### src/rtl/stream_arb2_pkg.sv
// stream_arb2 shared types and constants.
// Source encoding, default parameters, counter width helper.
package stream_arb2_pkg;

  typedef enum logic {
    SRC_A = 1'b0,
    SRC_B = 1'b1
  } src_t;

  localparam int DEF_WIDTH = 8;
  localparam int DEF_BURST = 4;

  function automatic int cnt_w(input int burst);
    return $clog2(burst + 1);
  endfunction

endpackage

### src/rtl/stream_arb2_mux.sv
// WIDTH-bit 2:1 combinational data mux.
// Ports: y out, a (s=0) in, b (s=1) in, s select.
module mux2_bus #(
  parameter int WIDTH = 8
) (
  output logic [WIDTH-1:0] y,
  input  logic [WIDTH-1:0] a,
  input  logic [WIDTH-1:0] b,
  input  logic             s
);

  assign y = s ? b : a;

endmodule

### src/rtl/stream_arb2.sv
// Two-source round-robin stream arbiter, burst limit, registered out.
// Ports: clk, n_reset, a_/b_ valid/data/ready, y_ valid/data/src/ready.
module stream_arb2
  import stream_arb2_pkg::*;
#(
  parameter int WIDTH = DEF_WIDTH,
  parameter int BURST = DEF_BURST
) (
  input  logic             clk,
  input  logic             n_reset,
  input  logic             a_valid,
  input  logic [WIDTH-1:0] a_data,
  output logic             a_ready,
  input  logic             b_valid,
  input  logic [WIDTH-1:0] b_data,
  output logic             b_ready,
  output logic             y_valid,
  output logic [WIDTH-1:0] y_data,
  output logic             y_src,
  input  logic             y_ready
);

  localparam int CW = cnt_w(BURST);
  localparam logic [CW-1:0] CMAX = CW'(BURST);
  localparam logic [CW-1:0] CONE = CW'(1);

  src_t             owner_q, owner_d;
  logic [CW-1:0]    cnt_q, cnt_d;
  logic             yv_q;
  logic [WIDTH-1:0] yd_q;
  src_t             ys_q;

  src_t             grant;
  logic             out_free;
  logic             xfer;
  logic [WIDTH-1:0] mux_y;

  assign out_free = !yv_q || y_ready;

  // Contention: owner keeps the bus until it has used its burst.
  always_comb begin
    grant = owner_q;
    unique case (1'b1)
      a_valid && !b_valid: grant = SRC_A;
      !a_valid && b_valid: grant = SRC_B;
      a_valid && b_valid:
        grant = (cnt_q < CMAX) ? owner_q
                               : src_t'(~owner_q);
      default: grant = owner_q;
    endcase
  end

  assign a_ready = out_free && (grant == SRC_A);
  assign b_ready = out_free && (grant == SRC_B);
  assign xfer    = (a_valid && a_ready) ||
                   (b_valid && b_ready);

  mux2_bus #(
    .WIDTH(WIDTH)
  ) u_mux (
    .y(mux_y),
    .a(a_data),
    .b(b_data),
    .s(grant)
  );

  always_comb begin
    owner_d = owner_q;
    cnt_d   = cnt_q;
    if (xfer) begin
      if (grant == owner_q) begin
        cnt_d = (cnt_q == CMAX) ? cnt_q
                                : cnt_q + CONE;
      end else begin
        owner_d = grant;
        cnt_d   = CONE;
      end
    end
  end

  always_ff @(posedge clk or negedge n_reset) begin
    if (!n_reset) begin
      owner_q <= SRC_A;
      cnt_q   <= '0;
      yv_q    <= 1'b0;
      yd_q    <= '0;
      ys_q    <= SRC_A;
    end else begin
      owner_q <= owner_d;
      cnt_q   <= cnt_d;
      if (out_free) begin
        yv_q <= xfer;
        if (xfer) begin
          yd_q <= mux_y;
          ys_q <= grant;
        end
      end
    end
  end

  assign y_valid = yv_q;
  assign y_data  = yd_q;
  assign y_src   = ys_q;

endmodule

### config.mk
export PLATFORM = sky130hd
export DESIGN_NAME = stream_arb2
export DESIGN_NICKNAME = d
export VERILOG_FILES = /design/src/rtl/stream_arb2_pkg.sv /design/src/rtl/stream_arb2_mux.sv /design/src/rtl/stream_arb2.sv
export SDC_FILE = /design/constraint.sdc
export NUM_CORES = 1
export LEC_CHECK = 0
export CORE_MARGIN = 5
export CORE_UTILIZATION = 50
export CTS_BUF_LIST = sky130_fd_sc_hd__clkbuf_8
export DETAILED_ROUTE_END_ITERATION = 8
export DONT_BUFFER_PORTS = 1
export GPL_TIMING_DRIVEN = 0
export PLACE_DENSITY = 0.68
export SLEW_MARGIN = 5
export SYNTH_ARGS = -nofsm -noshare
export SYNTH_HDL_FRONTEND = slang
export SYNTH_HIERARCHICAL = 1
export SYNTH_SLANG_ARGS = --single-unit
### constraint.sdc
create_clock -name clk -period 1.83 [get_ports clk]
set_input_delay 0.183 -clock clk [delete_from_list [all_inputs] [get_ports clk]]
set_output_delay 0.183 -clock clk [all_outputs]
set_load 0.03 [all_outputs]
# Yosys cells after proc, flatten, opt, wreduce, memory -nomap -nowiden
# Index checks and enable logic that the tools add are counted.
# Widths: inputs -> output; s select.
# op_classes
eq_ne,3
n_lt_le_gt_ge,1
add_sub_neg,1
reduce_logical,15
bitwise_logic,3
mux,5
# ops
operator,n
$mux 8,1
$logic_and 1x1->1,7
$mux 3,2
$reduce_and 2->1,3
$add 3x1->3 const B,1
$eq 3x3->1 const B,1
$logic_not 1->1,3
$lt 3x3->1 const B,1
$not 1->1,3
$pmux 1 s3,1
$logic_or 1x1->1,2
$ne 2x2->1 const B,1
$eq 1x1->1,1
$mux 1,1
# word_totals
inputBits,21
ff_bits,14
wordCells,33
out_inout_bits,12

# Logic depth before layout (Yosys ltp)
# Gate-level depths: netlist of run 1.
# depth
word_depth,8
depth_mapped,8

# By module
# Netlist of run 1, hierarchy kept.
# by_module_without_submodules
module,area_each_um2,n_inst,cells_each,seq_area_each_um2
stream_arb2,689.4,1,61,350.3
mux2_bus,131.4,1,9,0.0

# Worst setup path before layout of run 1
# No wires, ideal clock.
# synth_timing
path_type,register -> register
start,register owner_q
end,register yd_q[4] (netlist: y_data[4])
setup_ns,0.127
setup_slack_ns,0.087
path_stages_with_launch,8
arrival_time_ns,1.615
n_path_buf,2
path_cell_list,dfrtp_1 -> buf_6 -> xor2_1 -> a21oi_1 -> inv_1 -> buf_6 -> mux2_4 -> mux2_1
# synth_between
word_cells_on_any_way,11
classes_between,3 x mux; 2 x bitwise; 6 x reduce/logical
# synth_rtl
element,line,text
"start, declared",stream_arb2.sv:27,"src_t owner_q, owner_d;"
"start signal, assigned",stream_arb2.sv:89,owner_q <= owner_d;
$not 1->1,stream_arb2.sv:48,: src_t'(~owner_q);
$mux 1,stream_arb2.sv:47,grant = (cnt_q < CMAX) ? owner_q
$pmux 1 s3 *,stream_arb2.sv:43,unique case (1'b1)
via grant,stream_arb2.sv:33,src_t grant;
$mux 8 *,stream_arb2_mux.sv:12,assign y = s ? b : a;
via mux_y[4],stream_arb2.sv:36,logic [WIDTH-1:0] mux_y;
"end signal, assigned",stream_arb2.sv:94,yd_q <= mux_y;
"end, declared",stream_arb2.sv:30,logic [WIDTH-1:0] yd_q;
# The timed path passes the listed nets; every way through them passes the cells marked *.
# A chain may end at the register's enable or synchronous reset.

# Worst setup path after layout of run 1
# layout_timing
start,register owner_q
end,register yd_q[6] (netlist: y_data[6])
# The elaborated chain is that of the path after synthesis.

==> results of run 1 <==
## worst max-delay path by stage
stage                   startpoint               endpoint  slack (ns)  cells after the start
6_report       owner_q$_DFFE_PN0P_  y_data[6]$_DFFE_PN0P_        0.06                      7
5_1_grt        owner_q$_DFFE_PN0P_  y_data[6]$_DFFE_PN0P_       0.002                      7
4_1_cts        owner_q$_DFFE_PN0P_  y_data[7]$_DFFE_PN0P_        0.03                      7
3_5_place_dp   owner_q$_DFFE_PN0P_  y_data[7]$_DFFE_PN0P_      -0.009                      7
3_3_place_gp   owner_q$_DFFE_PN0P_  y_data[7]$_DFFE_PN0P_      -0.004                      7
2_1_floorplan  owner_q$_DFFE_PN0P_  y_data[4]$_DFFE_PN0P_        0.09                      7
## cell families after synthesis
family,after synthesis
buffers and inverters,6
adders and majority gates,2
AOI/OAI and AO/OA,11
DFF,14
and+or+nand+nor,18
muxes,18
xor gates and xnor gates,1
## registers in the layout (all words and copies together) (netlist names)
| name | count |
|---|---|
| y_data | 8 |
| cnt_q | 3 |
| owner_q | 1 |
| y_src | 1 |
| y_valid | 1 |
## routing by layer
metal / GRT usage (%) / vias up
met2: 23.6 / 15
met3: 5.03 / 2
met4: 7.66 / 0
met5: 0 / -
li1: - / 254
met1: 15.4 / 261
## timing repair
item                                   in CTS  in global routing
pin swaps                                   0                  1
setup endpoints to repair                   4                  8
endpoints found under the hold margin      14                  0
resized for setup                           2                  4
hold buffers                                1                  0
buffers inserted                            0                  1
## power by group through the flow
stage / logic (W) / registers [W] / clock network [W]
final: 0.000478 / 0.000640 / 0.000253
after global routing: 0.000527 / 0.000659 / 0.000278
after CTS: 0.000449 / 0.000642 / 0.000263
after floorplan: 0.000378 / 0.000621 / 0
after global placement: 0.000410 / 0.000642 / 0
after detailed placement: 0.000430 / 0.000648 / 0
## Yosys cell counts
cell,count
mux2_2,6
nand3b_1,1
and3_1,1
o21ai_1,1
a21oi_1,5
nand3_1,1
ha_1,2
xor2_1,1
o21ai_2,1
o21ai_0,2
mux2_1,2
buf_6,3
nand2b_1,1
a22o_1,1
nor2_4,1
dfrtp_1,14
nor2_1,5
mux2_4,9
inv_1,3
and2b_1,1
a211oi_1,1
nand2_1,6
mux2i_1,1
nor2_2,1
## area by class of cell
cell class / count / area [µm²] / area share [%]
multi-input cells: 50 / 439 / 47.9
flip-flops and latches: 14 / 350 / 38.2
clock buffers: 3 / 41.3 / 4.50
plain buffers: 3 / 37.5 / 4.09
well taps: 16 / 20.0 / 2.18
repair buffers: 2 / 17.5 / 1.91
inverters: 3 / 11.3 / 1.23
## metrics by stage
| step | power [W] | util (%) | hold WS (ns) | instance area (µm²) | setup WS (ns) |
|---|---|---|---|---|---|
| floorplan | 0.000999 | - | -0.113 | 821 | 0.0874 |
| global placement | 0.00105 | 55.2 | -0.112 | 841 | -0.00360 |
| detailed placement | 0.00108 | 55.2 | -0.112 | 841 | -0.00889 |
| CTS | 0.00135 | 58.9 | 0.0212 | 898 | 0.0257 |
| global route | 0.00146 | 60.2 | 0.0182 | 917 | 0.00165 |
| finish | 0.00137 | 60.2 | 0.0269 | 917 | 0.0630 |
==> summary.md, run 1 <==
| Metric | Value |
|---|---|
| DRT antenna net count | `0` |
| CP Max Fanout | `8` |
| First-pass GRT wire length | `2710 µm` |
| Worst Setup End Kind | `register` |
| Die height | `50.5 µm` |
| Final worst clock skew | `0.000628 ns` |
| Min-Delay Path Depth | `1` |
| Core area | `1520 µm²` |
| Met3 wire length | `104 µm` |
| Fin. max-slew vios | `0` |
| Worst R2R Start | `owner_q$_DFFE_PN0P_` |
| Synth area leader | `dfrtp_1` |
| Layout cell share with drive strength beyond 1 | `40.0%` |
| Power Dens Cells | `1500 nW/µm²` |
| Mux cell area share after synthesis | `28.7%` |
| Clock Power Share | `18.4%` |
| Worst R2R End | `y_data[6]$_DFFE_PN0P_` |
| Vias in the first global route | `614` |
| Placed Cells | `86` |
| Unique masters post-synth | `24` |
| Mapped Nets | `93` |
| XOR/XNOR Fraction of Synth Area | `1.07%` |
| Status | `complete, no violations` |
| Slack of the worst reg-to-reg path | `0.06 ns` |
| Startpoint Class | `register` |
| Relative slew slack | `58.2%` |
| DRT Pass-1 Iters | `2` |
| Via count | `532` |
| CTS tree | `yes` |
| CTS H-tree lvls | `1` |
| Hold_sp | `a_valid` |
| Min Tclk post-route | `1.77 ns` |
| IO Pins | `33` |
| Initial antenna violation count | `0` |
| Worst slew pin tran | `0.626 ns` |
| Grt ovf | `0` |
| P_sw | `0.000548 W` |
| Hold Vio Cnt, Final | `0` |
| CTS Root Cell | `clkbuf_8` |
| Final cell count without fillers | `91` |
| P&R area growth vs syn | `11.7%` |
| Hold Path Class | `in2reg` |
| P_int | `0.000823 W` |
| Avg Cell Area, Syn | `11.7 µm²` |
| Main combinational cell family by area after synthesis | `multiplexers` |
| Top layer in use | `met4` |
| Pin count of the biggest net entering global routing | `15` |
| Wirelength per Cell | `17.1 µm` |
| Final nets | `100` |
| Worst r2r path cells | `7` |
| Synthesized flop and latch total | `14` |
| Post-Route Setup TNS | `0 ns` |
| Met2 WL post-DR | `846 µm` |
| Logic gate share of total power | `34.9%` |
| Overall Global Routing Usage | `14.1%` |
| HPWL Detailed | `1180 µm` |
| Drt total wl | `1560 µm` |
| Most frequent cells in the layout | `dfrtp_1 (14), mux2_4 (11), nand2_1 (6), mux2_2 (6)` |
| Synth Instances | `70` |
| Max Freq | `566 MHz` |
| Initial drt markers | `2` |
| Die footprint | `2550 µm²` |
| CP cell instances | `buf_6, xor2_1, a21oi_2, inv_2, buf_8, mux2_4, mux2_2` |
| Switch share | `40.0%` |
| Synth Area in Compound Gates | `7.93%` |
| Crit share post-route | `96.6%` |
| Share of the synthesized area in the top cell type | `42.7%` |
| CP top delay family | `multiplexers` |
| Initial Utilization | `53.9%` |
| Routed vias/inst | `5.85` |
| Register area share after synthesis | `42.7%` |
| RSZ-0062 raised after global routing | `false` |
| Slowest CP cell | `dfrtp_1` |
| IO Port Bufs | `0` |
| CP bufs+invs | `3` |
| Hold EP | `owner_q$_DFFE_PN0P_` |
| Crit path kind | `reg2reg` |
| Die X | `50.5 µm` |
| Area share of fa/ha/maj cells after synthesis | `3.05%` |
| Flop pwr share | `46.7%` |
| Data required, critical path | `1.96 ns` |
| CTS buffer count | `3` |
| Post-Syn Area | `821 µm²` |
| Crit path largest cell delay | `0.37 ns` |
| Row cnt | `14` |
| Worst skew pair latency | `0.24 ns` |
| # Max-Cap Violations | `0` |
| Final setup fails | `0` |
| Simple-gate portion of the synthesized area | `11.1%` |
| Yosys warns | `6` |
| Clock sink count | `14` |
| Wl on met1 | `599 µm` |
| Peak supply drop | `0.000770 V` |
| Critical Path AT | `1.89 ns` |
| Layout filler cell count | `122` |
| Leak | `0.428 nW` |
| Drc violations | `0` |
| Commonest non-fill, non-tap cell in the layout | `dfrtp_1` |
| RePlAce Congestion | `0.781` |
| Antenna diode count | `0` |
| Synth area leaders | `dfrtp_1 (43%), mux2_4 (16%), mux2_2 (8.2%), buf_6 (4.1%), a21oi_1 (3.0%)` |
| Worst-path clk slew | `0.06 ns` |
| Clock Tree Buf Depth | `2` |
No activity file was read; power rests on OpenSTA's default activity.
==> run 2: changes to the inputs <==
--- a/config.mk
+++ b/config.mk
@@ -7,2 +7,3 @@
 export LEC_CHECK = 0
+export CAP_MARGIN = 20
 export CORE_MARGIN = 5
==> constraint.sdc (replaced) <==
create_clock -name clk -period 1.83 [get_ports clk]
set_input_delay 0.2745 -clock clk [delete_from_list [all_inputs] [get_ports clk]]
set_output_delay 0.2745 -clock clk [all_outputs]
set_load 0.03 [all_outputs]
==> run 2 against run 1 <==
Net effect:
- maximum frequency is 2.2% lower
- via count stayed put
- total power is 1.6% higher
- worst hold slack better by 0.092 ns
- critical path depth stayed put
- combinational power is 4% higher
- routed wire length is 1.7% higher
- core utilization is 0.99 points higher
- clock power hardly changed
- design area is 1.6% higher
==> summary.md, run 2 (synthesis gave the netlist of run 1 again) <==
| Metric | Value |
|---|---|
| Final nets | `100` |
| IO Pins | `33` |
| Hold Path Class | `in2reg` |
| CP dominant cell by count | `mux2_4` |
| Most frequent cells in the layout | `dfrtp_1 (14), mux2_4 (13), nand2_1 (6)` |
| Status | `complete, no violations` |
| Commonest non-fill, non-tap cell in the layout | `dfrtp_1` |
| Min Tclk post-route | `1.81 ns` |
| Flip-flop and latch area | `350 µm²` |
| Initial drt markers | `2` |
| Startpoint Class | `register` |
| P_int | `0.000835 W` |
| Crit path kind | `reg2reg` |
| Routed vias/inst | `5.85` |
| Row cnt | `14` |
| Initial Utilization | `53.9%` |
| CP top delay family | `multiplexers` |
| Pin count of the biggest net entering global routing | `15` |
| Worst-path clk slew | `0.06 ns` |
| Crit path largest cell delay | `0.37 ns` |
| CTS Root Cell | `clkbuf_8` |
| Die X | `50.5 µm` |
| First-pass GRT wire length | `2710 µm` |
| P&R area growth vs syn | `13.6%` |
| Wirelength per Cell | `17.4 µm` |
| Layout cell share with drive strength beyond 1 | `41.3%` |
| Tot Pwr | `0.00139 W` |
| Drt total wl | `1580 µm` |
| Worst skew pair latency | `0.24 ns` |
| DRT Pass-1 Iters | `2` |
| Vias in the first global route | `614` |
| Fin. max-slew vios | `0` |
| CTS tree | `yes` |
| Max Freq | `553 MHz` |
| Final setup fails | `0` |
| CTS H-tree lvls | `1` |
| CP Max Fanout | `8` |
| Die footprint | `2550 µm²` |
| Peak supply drop | `0.000776 V` |
| Worst slew pin tran | `0.623 ns` |
| Core area | `1520 µm²` |
| Final worst clock skew | `0.000535 ns` |
| # Max-Cap Violations | `0` |
| Logic gate share of total power | `35.8%` |
| Clock Power Share | `18.2%` |
| Data required, critical path | `1.96 ns` |
| Final Instance Area | `932 µm²` |
| CP cell instances | `buf_6, xor2_1, a21oi_2, inv_2, buf_8, mux2_4, mux2_4` |
| Die height | `50.5 µm` |
| RePlAce Congestion | `0.781` |
| Area post-placement | `841 µm²` |
| Critical Path AT | `1.94 ns` |
| Layout filler cell count | `121` |
| Initial antenna violation count | `0` |
| Antenna diode count | `0` |
| Leak | `0.437 nW` |
| Clock sink count | `14` |
| Hold Vio Cnt, Final | `0` |
| Area occupied by multi-input gates | `454 µm²` |
| DRT antenna net count | `0` |
| CTS buffer count | `3` |
| Power Dens Cells | `1490 nW/µm²` |
| Post-Route Setup TNS | `0 ns` |
| Clock Tree Buf Depth | `2` |
| Via count | `532` |
| Grt ovf | `0` |
| P_sw | `0.000558 W` |
| Flop pwr share | `46.1%` |
| Switch share | `40.1%` |
| Slack of the worst reg-to-reg path | `0.02 ns` |
| Worst Setup End Kind | `register` |
| Drc violations | `0` |
| Max FFs per register | `8` |
| HPWL Detailed | `1180 µm` |
| RSZ-0062 raised after global routing | `true` |
| Overall Global Routing Usage | `14.1%` |
| Relative slew slack | `58.3%` |
| CP bufs+invs | `3` |
| Crit share post-route | `98.8%` |
| IO Port Bufs | `0` |
| Slowest CP cell | `dfrtp_1` |
## run 2: per-stage QoR
step / cells / worst slack [ns] / hold slack, ns / utilization [%]
2_1_floorplan: 70 / 0.0874 / -0.0211 / -
3_3_place_gp: 86 / -0.00360 / -0.0207 / 55.2
3_5_place_dp: 86 / -0.00889 / -0.0206 / 55.2
4_1_cts: 90 / 0.0257 / 0.113 / 58.9
5_1_grt: 91 / -0.0337 / 0.110 / 61.2
6_report: 91 / 0.0224 / 0.119 / 61.2
## run 2: worst register-to-register path, cell delays in order, from the launching register on
cell     delay (ns)
dfrtp_1        0.37
buf_6          0.13
xor2_1         0.17
a21oi_2        0.22
inv_2          0.09
buf_8          0.15
mux2_4         0.30
mux2_4         0.26
## run 2: what timing repair did
action,4_1_cts,5_1_grt
buffers inserted,0,1
resized for setup,2,8
pin swaps,0,1
endpoints found under the setup margin,4,10
gates cloned,0,0
hold buffers,1,0
endpoints found under the hold margin,14,0
## run 2: path summary, 6_finish.rpt
| check | start | to | cells after the start |
|---|---|---|---|
| min in group asynchronous | n_reset | cnt_q[2]$_DFFE_PN0P_ | 1 |
| max in group asynchronous | n_reset | y_src$_DFFE_PN0P_ | 1 |
| min reg2reg | cnt_q[1]$_DFFE_PN0P_ | cnt_q[1]$_DFFE_PN0P_ | 1 |
| min | a_valid | owner_q$_DFFE_PN0P_ | 1 |
| max | owner_q$_DFFE_PN0P_ | y_data[6]$_DFFE_PN0P_ | 7 |
| max reg2reg | owner_q$_DFFE_PN0P_ | y_data[6]$_DFFE_PN0P_ | 7 |
## run 2: cell type report
type / instances / area share (%)
inverter: 3 / 1.21
buffer: 3 / 4.03
tap: 16 / 2.15
multi-input combinational: 50 / 48.7
clock buffer: 3 / 4.43
sequential: 14 / 37.6
timing repair buffer: 2 / 1.88
## run 2: power groups by stage
stage	Clock [W]	Combinational [W]	Sequential (W)
after floorplan	0	0.000378	0.000621
after global placement	0	0.000410	0.000642
after detailed placement	0	0.000430	0.000648
after CTS	0.000263	0.000449	0.000642
after global routing	0.000278	0.000545	0.000660
final	0.000253	0.000498	0.000642
## run 2: layer usage
layer	GRT usage [%]	vias to the layer above	wire [µm]
met4	7.66	0	7
met2	23.6	15	850
met3	5.03	2	104
li1	-	253	-
met1	15.4	262	620
met5	0	-	0
